`src/rtl/core_pipe_exec_mdu.sv`:
```
// Iterative RV64M multiply/divide unit for the EX stage.
// Shift-add multiplier (MUL_BPC bits/cycle) and restoring divider, one op at a time.
module core_pipe_exec_mdu #(
   parameter int XLEN    = 64,
   parameter int MUL_BPC = 1
) (
   input  logic            g_clk,
   input  logic            g_reset,
   input  logic            mdu_valid,
   input  logic            mdu_flush,
   input  logic            mdu_op_mul,
   input  logic            mdu_op_mulh,
   input  logic            mdu_op_mulhsu,
   input  logic            mdu_op_mulhu,
   input  logic            mdu_op_div,
   input  logic            mdu_op_divu,
   input  logic            mdu_op_rem,
   input  logic            mdu_op_remu,
   input  logic            mdu_word,
   input  logic [XLEN-1:0] mdu_opr_a,
   input  logic [XLEN-1:0] mdu_opr_b,
   output logic            mdu_ready,
   output logic [XLEN-1:0] mdu_result
);

   // state   | meaning
   // IDLE    | waiting for an op; ready when no op is selected
   // MUL     | shift-add iterations
   // DIV     | restoring-division iterations
   // DONE    | result valid, ready pulses for one cycle
   localparam logic [1:0] ST_IDLE = 2'd0;
   localparam logic [1:0] ST_MUL  = 2'd1;
   localparam logic [1:0] ST_DIV  = 2'd2;
   localparam logic [1:0] ST_DONE = 2'd3;

   logic [1:0]        state;
   logic [6:0]        cnt;
   logic [2*XLEN-1:0] m_acc, m_mcand;
   logic [XLEN-1:0]   m_mplr, d_quo, d_rem, d_dvsr;
   logic              neg_q, neg_r;

   // Word-mode extension from bit 31; a no-op outside word mode.
   function automatic logic [XLEN-1:0] ext_w(input logic [XLEN-1:0] v, input logic wd,
                                             input logic sx);
      logic [XLEN-1:0] r;
      r = v;
      if (wd) for (int i = 32; i < XLEN; i++) r[i] = sx & v[31];
      return r;
   endfunction

   logic is_mul, is_div, any_sel, word_md, sgn_a, sgn_b, is_quo, abort;
   assign is_mul  = mdu_op_mul | mdu_op_mulh | mdu_op_mulhsu | mdu_op_mulhu;
   assign is_div  = mdu_op_div | mdu_op_divu | mdu_op_rem | mdu_op_remu;
   assign any_sel = is_mul | is_div;
   assign word_md = mdu_word && (XLEN > 32);
   assign sgn_a   = mdu_op_mulh | mdu_op_mulhsu | mdu_op_div | mdu_op_rem;
   assign sgn_b   = mdu_op_mulh | mdu_op_div | mdu_op_rem;
   assign is_quo  = mdu_op_div | mdu_op_divu;
   assign abort   = mdu_flush || ((state != ST_IDLE) && !mdu_valid);

   assign mdu_ready = (state == ST_DONE) || ((state == ST_IDLE) && !any_sel);

   logic [XLEN-1:0] a_sx, b_sx, a_mag, b_mag, msb_w, spec_res;
   logic            a_neg, b_neg, div_zero, div_ovf;

   always_comb begin
      a_sx     = ext_w(mdu_opr_a, word_md, 1'b1);
      b_sx     = ext_w(mdu_opr_b, word_md, 1'b1);
      a_neg    = sgn_a & (word_md ? mdu_opr_a[31] : mdu_opr_a[XLEN-1]);
      b_neg    = sgn_b & (word_md ? mdu_opr_b[31] : mdu_opr_b[XLEN-1]);
      a_mag    = ext_w(a_neg ? -a_sx : a_sx, word_md, 1'b0);
      b_mag    = ext_w(b_neg ? -b_sx : b_sx, word_md, 1'b0);
      msb_w    = XLEN'(1) << (word_md ? 31 : XLEN - 1);
      div_zero = (ext_w(mdu_opr_b, word_md, 1'b0) == '0);
      // Only the most negative value has a magnitude equal to the sign bit.
      div_ovf  = (mdu_op_div | mdu_op_rem) & a_neg & (a_mag == msb_w) & (b_sx == '1);
      if (div_zero) spec_res = is_quo ? '1 : mdu_opr_a;
      else          spec_res = is_quo ? mdu_opr_a : '0;
   end

   logic [2*XLEN-1:0] acc_n, mc_n, prod;
   logic [XLEN-1:0]   mp_n, mul_res;

   always_comb begin
      acc_n = m_acc;
      mc_n  = m_mcand;
      mp_n  = m_mplr;
      for (int i = 0; i < MUL_BPC; i++) begin
         if (mp_n[0]) acc_n = acc_n + mc_n;
         mc_n = mc_n << 1;
         mp_n = mp_n >> 1;
      end
      prod = neg_q ? -acc_n : acc_n;
      if (mdu_op_mul)   mul_res = prod[XLEN-1:0];
      else if (word_md) mul_res = prod[XLEN+31:32];
      else              mul_res = prod[2*XLEN-1:XLEN];
   end

   logic [XLEN:0]   rem_sh, rem_sub;
   logic [XLEN-1:0] quo_n, rem_n, div_res;

   always_comb begin
      rem_sh  = {d_rem, d_quo[XLEN-1]};
      rem_sub = rem_sh - {1'b0, d_dvsr};
      if (rem_sub[XLEN]) begin
         rem_n = rem_sh[XLEN-1:0];
         quo_n = {d_quo[XLEN-2:0], 1'b0};
      end else begin
         rem_n = rem_sub[XLEN-1:0];
         quo_n = {d_quo[XLEN-2:0], 1'b1};
      end
      if (is_quo) div_res = neg_q ? -quo_n : quo_n;
      else        div_res = neg_r ? -rem_n : rem_n;
   end

   logic [6:0] mul_last, div_last;
   assign mul_last = word_md ? 7'(32 / MUL_BPC - 1) : 7'(XLEN / MUL_BPC - 1);
   assign div_last = word_md ? 7'd31 : 7'(XLEN - 1);

   always_ff @(posedge g_clk) begin
      if (g_reset) begin
         state      <= ST_IDLE;
         cnt        <= '0;
         mdu_result <= '0;
         m_acc      <= '0;
         m_mcand    <= '0;
         m_mplr     <= '0;
         d_quo      <= '0;
         d_rem      <= '0;
         d_dvsr     <= '0;
         neg_q      <= 1'b0;
         neg_r      <= 1'b0;
      end else if (abort) begin
         state <= ST_IDLE;
      end else begin
         case (state)
            ST_IDLE: begin
               if (mdu_valid && is_mul) begin
                  m_acc   <= '0;
                  m_mcand <= {{XLEN{1'b0}}, a_mag};
                  m_mplr  <= b_mag;
                  neg_q   <= a_neg ^ b_neg;
                  cnt     <= '0;
                  state   <= ST_MUL;
               end else if (mdu_valid && is_div) begin
                  if (div_zero || div_ovf) begin
                     mdu_result <= ext_w(spec_res, word_md, 1'b1);
                     state      <= ST_DONE;
                  end else begin
                     // Word dividends sit in the top half so the MSB shifts out first.
                     d_quo  <= word_md ? (a_mag << (XLEN - 32)) : a_mag;
                     d_rem  <= '0;
                     d_dvsr <= b_mag;
                     neg_q  <= a_neg ^ b_neg;
                     neg_r  <= a_neg;
                     cnt    <= '0;
                     state  <= ST_DIV;
                  end
               end
            end
            ST_MUL: begin
               m_acc   <= acc_n;
               m_mcand <= mc_n;
               m_mplr  <= mp_n;
               cnt     <= cnt + 7'd1;
               if (cnt == mul_last) begin
                  mdu_result <= ext_w(mul_res, word_md, 1'b1);
                  state      <= ST_DONE;
               end
            end
            ST_DIV: begin
               d_quo <= quo_n;
               d_rem <= rem_n;
               cnt   <= cnt + 7'd1;
               if (cnt == div_last) begin
                  mdu_result <= ext_w(div_res, word_md, 1'b1);
                  state      <= ST_DONE;
               end
            end
            default: state <= ST_IDLE;
         endcase
      end
   end

endmodule

```
`config.mk`:
```
export PLATFORM = sky130hd
export DESIGN_NAME = core_pipe_exec_mdu
export DESIGN_NICKNAME = d
export VERILOG_FILES = /design/src/rtl/core_pipe_exec_mdu.sv
export SDC_FILE = /design/constraint.sdc
export NUM_CORES = 2
export LEC_CHECK = 0
export CAP_MARGIN = 30
export CORE_MARGIN = 2
export CORE_UTILIZATION = 50
export DETAILED_ROUTE_END_ITERATION = 8
export MAX_ROUTING_LAYER = met4
export PLACE_DENSITY = 0.67
export SYNTH_ARGS = -nofsm -noshare
export SYNTH_HDL_FRONTEND = slang
export SYNTH_SLANG_ARGS = --single-unit
```
`constraint.sdc`:
```
create_clock -name g_clk -period 11.77 [get_ports g_clk]
set_input_delay 1.7655 -clock g_clk [delete_from_list [all_inputs] [get_ports g_clk]]
set_output_delay 1.7655 -clock g_clk [all_outputs]
set_load 0.01 [all_outputs]
```
==> flow_metrics.tcl <==
set metrics [dict create \
    crit_family "simple AND/OR/NAND/NOR gates" \
    finalMaxSlewViolations 0 \
    rsz0062_at_grt "false" \
    synth_xor_area_share_pct 6.45 \
    ys_ff_latch 587 \
    hold_path.startpoint "m_mplr[8]" \
    areaGrowthSynthToFinish_pct 9.87 \
    initial_utilization_pct 50.3 \
    max-vdd-ir-drop_v 0.000119 \
    crit_buf_inv 2 \
    final_nets 8385 \
    antenna_found_initial 23 \
    grt_first_pass_wirelength_um 409000 \
    synth-edff-count 0 \
    syn_area_um2 56300 \
    cts_tree "done" \
    drt_drc_violations_left 0 \
    worst_setup_path_end_kind "flip-flop" \
    hold_class "reg2reg" \
    cp.required_ns 12.33 \
    first_iter_violations 10100 \
    synth_top_family_by_area "compound AO/OA/AOI/OAI gates" \
    crit_fanout 58 \
    wire_per_inst_um 29.5 \
    drt-pass1-iter-count 7 \
    max_stage_delay_ns 0.76 \
    r2r_end "mdu_result[62]" \
    reg2reg_from "d_rem[37]" \
    synth_simple_gate_area_share_pct 28.3 \
    worst_slack_ns 3.19 \
    die_w_um 340 \
    core_area_um2 112000 \
    yosysMostFrequentCell "nand2_1" \
    p_leak_nw 21.7 \
    cts_resized 0 \
    min_period_over_period_pct 72.9 \
    hold_viol 0 \
    post-place-ws_ns 2.75 \
    cts-root-buf "clkbuf_16" \
    synth_area_leaders "dfxtp_1 21%, a21oi_1 7.0%, nand2_1 6.7%" \
    slowest_stage "nor4_1" \
    vias_per_cell 7.02 \
    grt_pass1_vias 60300 \
    synthMuxAreaShare_pct 2.97 \
    synth-compound-area-share_pct 31.0 \
    clock_latency_ns 0.72 \
    yosys.area.top_type "dfxtp_1" \
    path_cells "clkdlybuf4s50_1 > or4_1 > nor4_1 > nand3b_1 > o21ai_0 > xnor2_1 > ha_1 > nand4_1 > nor4_1 > nand4_1 > or4_1 > nor4_1 > nand4_1 > a21oi_1 > nor3b_1 > nor4b_4 > buf_4 > nor2_4 > a221oi_1 > o221ai_1 > a2111oi_0 > a22oi_1" \
    die_h_um 340 \
    crit_start "mdu_opr_a[24]" \
    ys_warn_count 0 \
    synth_ff_type "dfxtp_1" \
    clk_pin_slew_ns 0.06 \
    netlist.area_leader.share_pct 20.9 \
    period_minus_slack_ns 8.58 \
    grtUsageTotal_pct 48.4 \
    cts_buffers 77 \
    clock_skew_ns 0.0453 \
    crit_type "in2reg" \
    hpwlAfterDp_um 220000 \
    finalSetupViolations 0 \
    hold_path_depth 2 \
    vias 67500 \
    maxCapViolCount 0 \
    post-cts-setup-buffers 0 \
    clock_tree.buffer_depth 3 \
    port_buffers 205 \
    hold_buffers 0 \
    worst_pin_slew_ns 1.28 \
    status "complete, no violations" \
    slew-limit-headroom_pct 14.5 \
    synth.avg_cell_area_um2 6.85 \
    yosys.cell_types.count 121 \
    rows 123 \
    cts_sinks 587 \
    ys_seq_area_share_pct 20.9 \
    async_reset_ff_share_pct 0 \
    synth_adder_area_share_pct 5.05 \
    drtAntennaViolNets 0 \
    routed_wl_um 284000 \
    die_area_um2 115000 \
    p_per_area_nw_per_um2 115 \
    htree_levels 3 \
    r2r_cells 25 \
    max_clock_freq_ghz 0.117 \
    arrival_ns 9.14 \
    syn_inst 8225 \
    drive_gt1_share_pct 5.61 \
    r2r_slack_ns 3.43 \
    synth_fp_nets 8573 \
    pin_count 206 \
    grt_overflow 0 \
    hold_end "m_mplr[8]" \
    synth_common_cells "1007 x nand2_1, 978 x nor2_1, 788 x a21oi_1" \
    startpoint_type "primary input" \
    place.gp.congestion 1.14 \
    tns_ns 0 \
    grt_max_degree 141 \
]
[how the worst max path moves through the flow]
stage / endpoint / slack, ns / cells past startpoint
floorplan: mdu_result[52] / 4.38 / 31
global placement: mdu_result[52] / 2.84 / 22
detailed placement: mdu_result[52] / 2.75 / 22
CTS: mdu_result[52] / 3.47 / 22
global route: mdu_result[52] / 2.77 / 22
finish: mdu_result[52] / 3.19 / 22
[sequential cells by signal, indices dropped and copies added, names as in the netlist, 7 cells and up]
register    count
cnt             7
d_dvsr         64
d_quo          64
d_rem          64
m_acc         128
m_mcand       128
m_mplr         64
mdu_result     64
[metal layers]
layer | track usage [%] | part of all wire [%] | vias to the layer above
met5 | - | 0 | -
met4 | 32.8 | 8.5 | 0
met3 | 13.0 | 12 | 1029
met2 | 69.7 | 42 | 4510
met1 | 58.7 | 38 | 31900
li1 | - | - | 30100
[final cells by class]
cell class	count	area, um2
Tap cell	1500	1880
Timing Repair Buffer	347	3240
Multi-Input combinational cell	6868	41700
Clock inverter	35	518
Sequential cell	587	11800
Antenna cell	28	70.1
Inverter	156	588
Clock buffer	104	2180
Fill cell	11100	50200
[per-stage QoR]
step | cells | utilization (%) | hold WS, ns | power (mW) | area, um2
final | 9625 | 55.2 | 0.449 | 7.12 | 61900
after global routing | 9619 | 55.2 | 0.470 | 7.29 | 61900
after CTS | 9584 | 55.0 | 0.450 | 6.99 | 61700
after detailed placement | 9445 | 52.6 | 0.442 | 4.44 | 59000
after global placement | 9440 | 52.6 | 0.438 | 4.42 | 58900
after floorplan | 8225 | - | 0.431 | 3.61 | 56300
[cell families (layout without fill, tap and decap cells)]
| group | after synthesis | after routing |
|---|---|---|
| multiplexers | 163 | 163 |
| XOR/XNOR | 415 | 415 |
| adder cells (fa/ha/maj) | 231 | 231 |
| other | 0 | 28 |
| AND/OR/NAND/NOR | 3379 | 3379 |
| buffers and inverters | 770 | 642 |
| AO/OA/AOI/OAI | 2680 | 2680 |
| flip-flops | 587 | 587 |
[where the power goes]
| group | leakage [nW] | total, mW | internal, mW | switching [mW] |
|---|---|---|---|---|
| Combinational | 15.6 | 2.42 | 0.706 | 1.71 |
| Clock | 1.31 | 2.58 | 1.49 | 1.09 |
| Sequential | 4.75 | 2.13 | 2.04 | 0.0864 |
[worst min-delay path: cells and delay by family (launching register included)]
family          cells  cell delay (ns)
compound gates      1             0.05
flops               1             0.30
simple gates        1             0.05
[cells in the final DEF, fill, tap and decap left out, types with 35 or more instances in the layout]
master / instances
or4_1: 55
nor4_1: 80
nand3_1: 249
nor3_1: 330
a21oi_1: 787
ha_1: 202
o211ai_1: 88
clkbuf_16: 77
nand2_1: 1006
buf_4: 130
and3_1: 40
nand2b_1: 64
o21a_1: 74
xnor2_1: 231
or2_2: 41
dfxtp_1: 584
o31ai_1: 118
a211oi_1: 188
o21ai_1: 54
a31oi_1: 83
nor2b_1: 41
a2111oi_0: 35
xor2_1: 184
a22oi_1: 121
clkdlybuf4s50_1: 202
nand4_1: 177
nor2_1: 973
mux2i_1: 129
or3_1: 136
inv_1: 150
o21ai_0: 548
a221oi_1: 66
a21o_1: 83
Power figures use the tool's default switching activity.
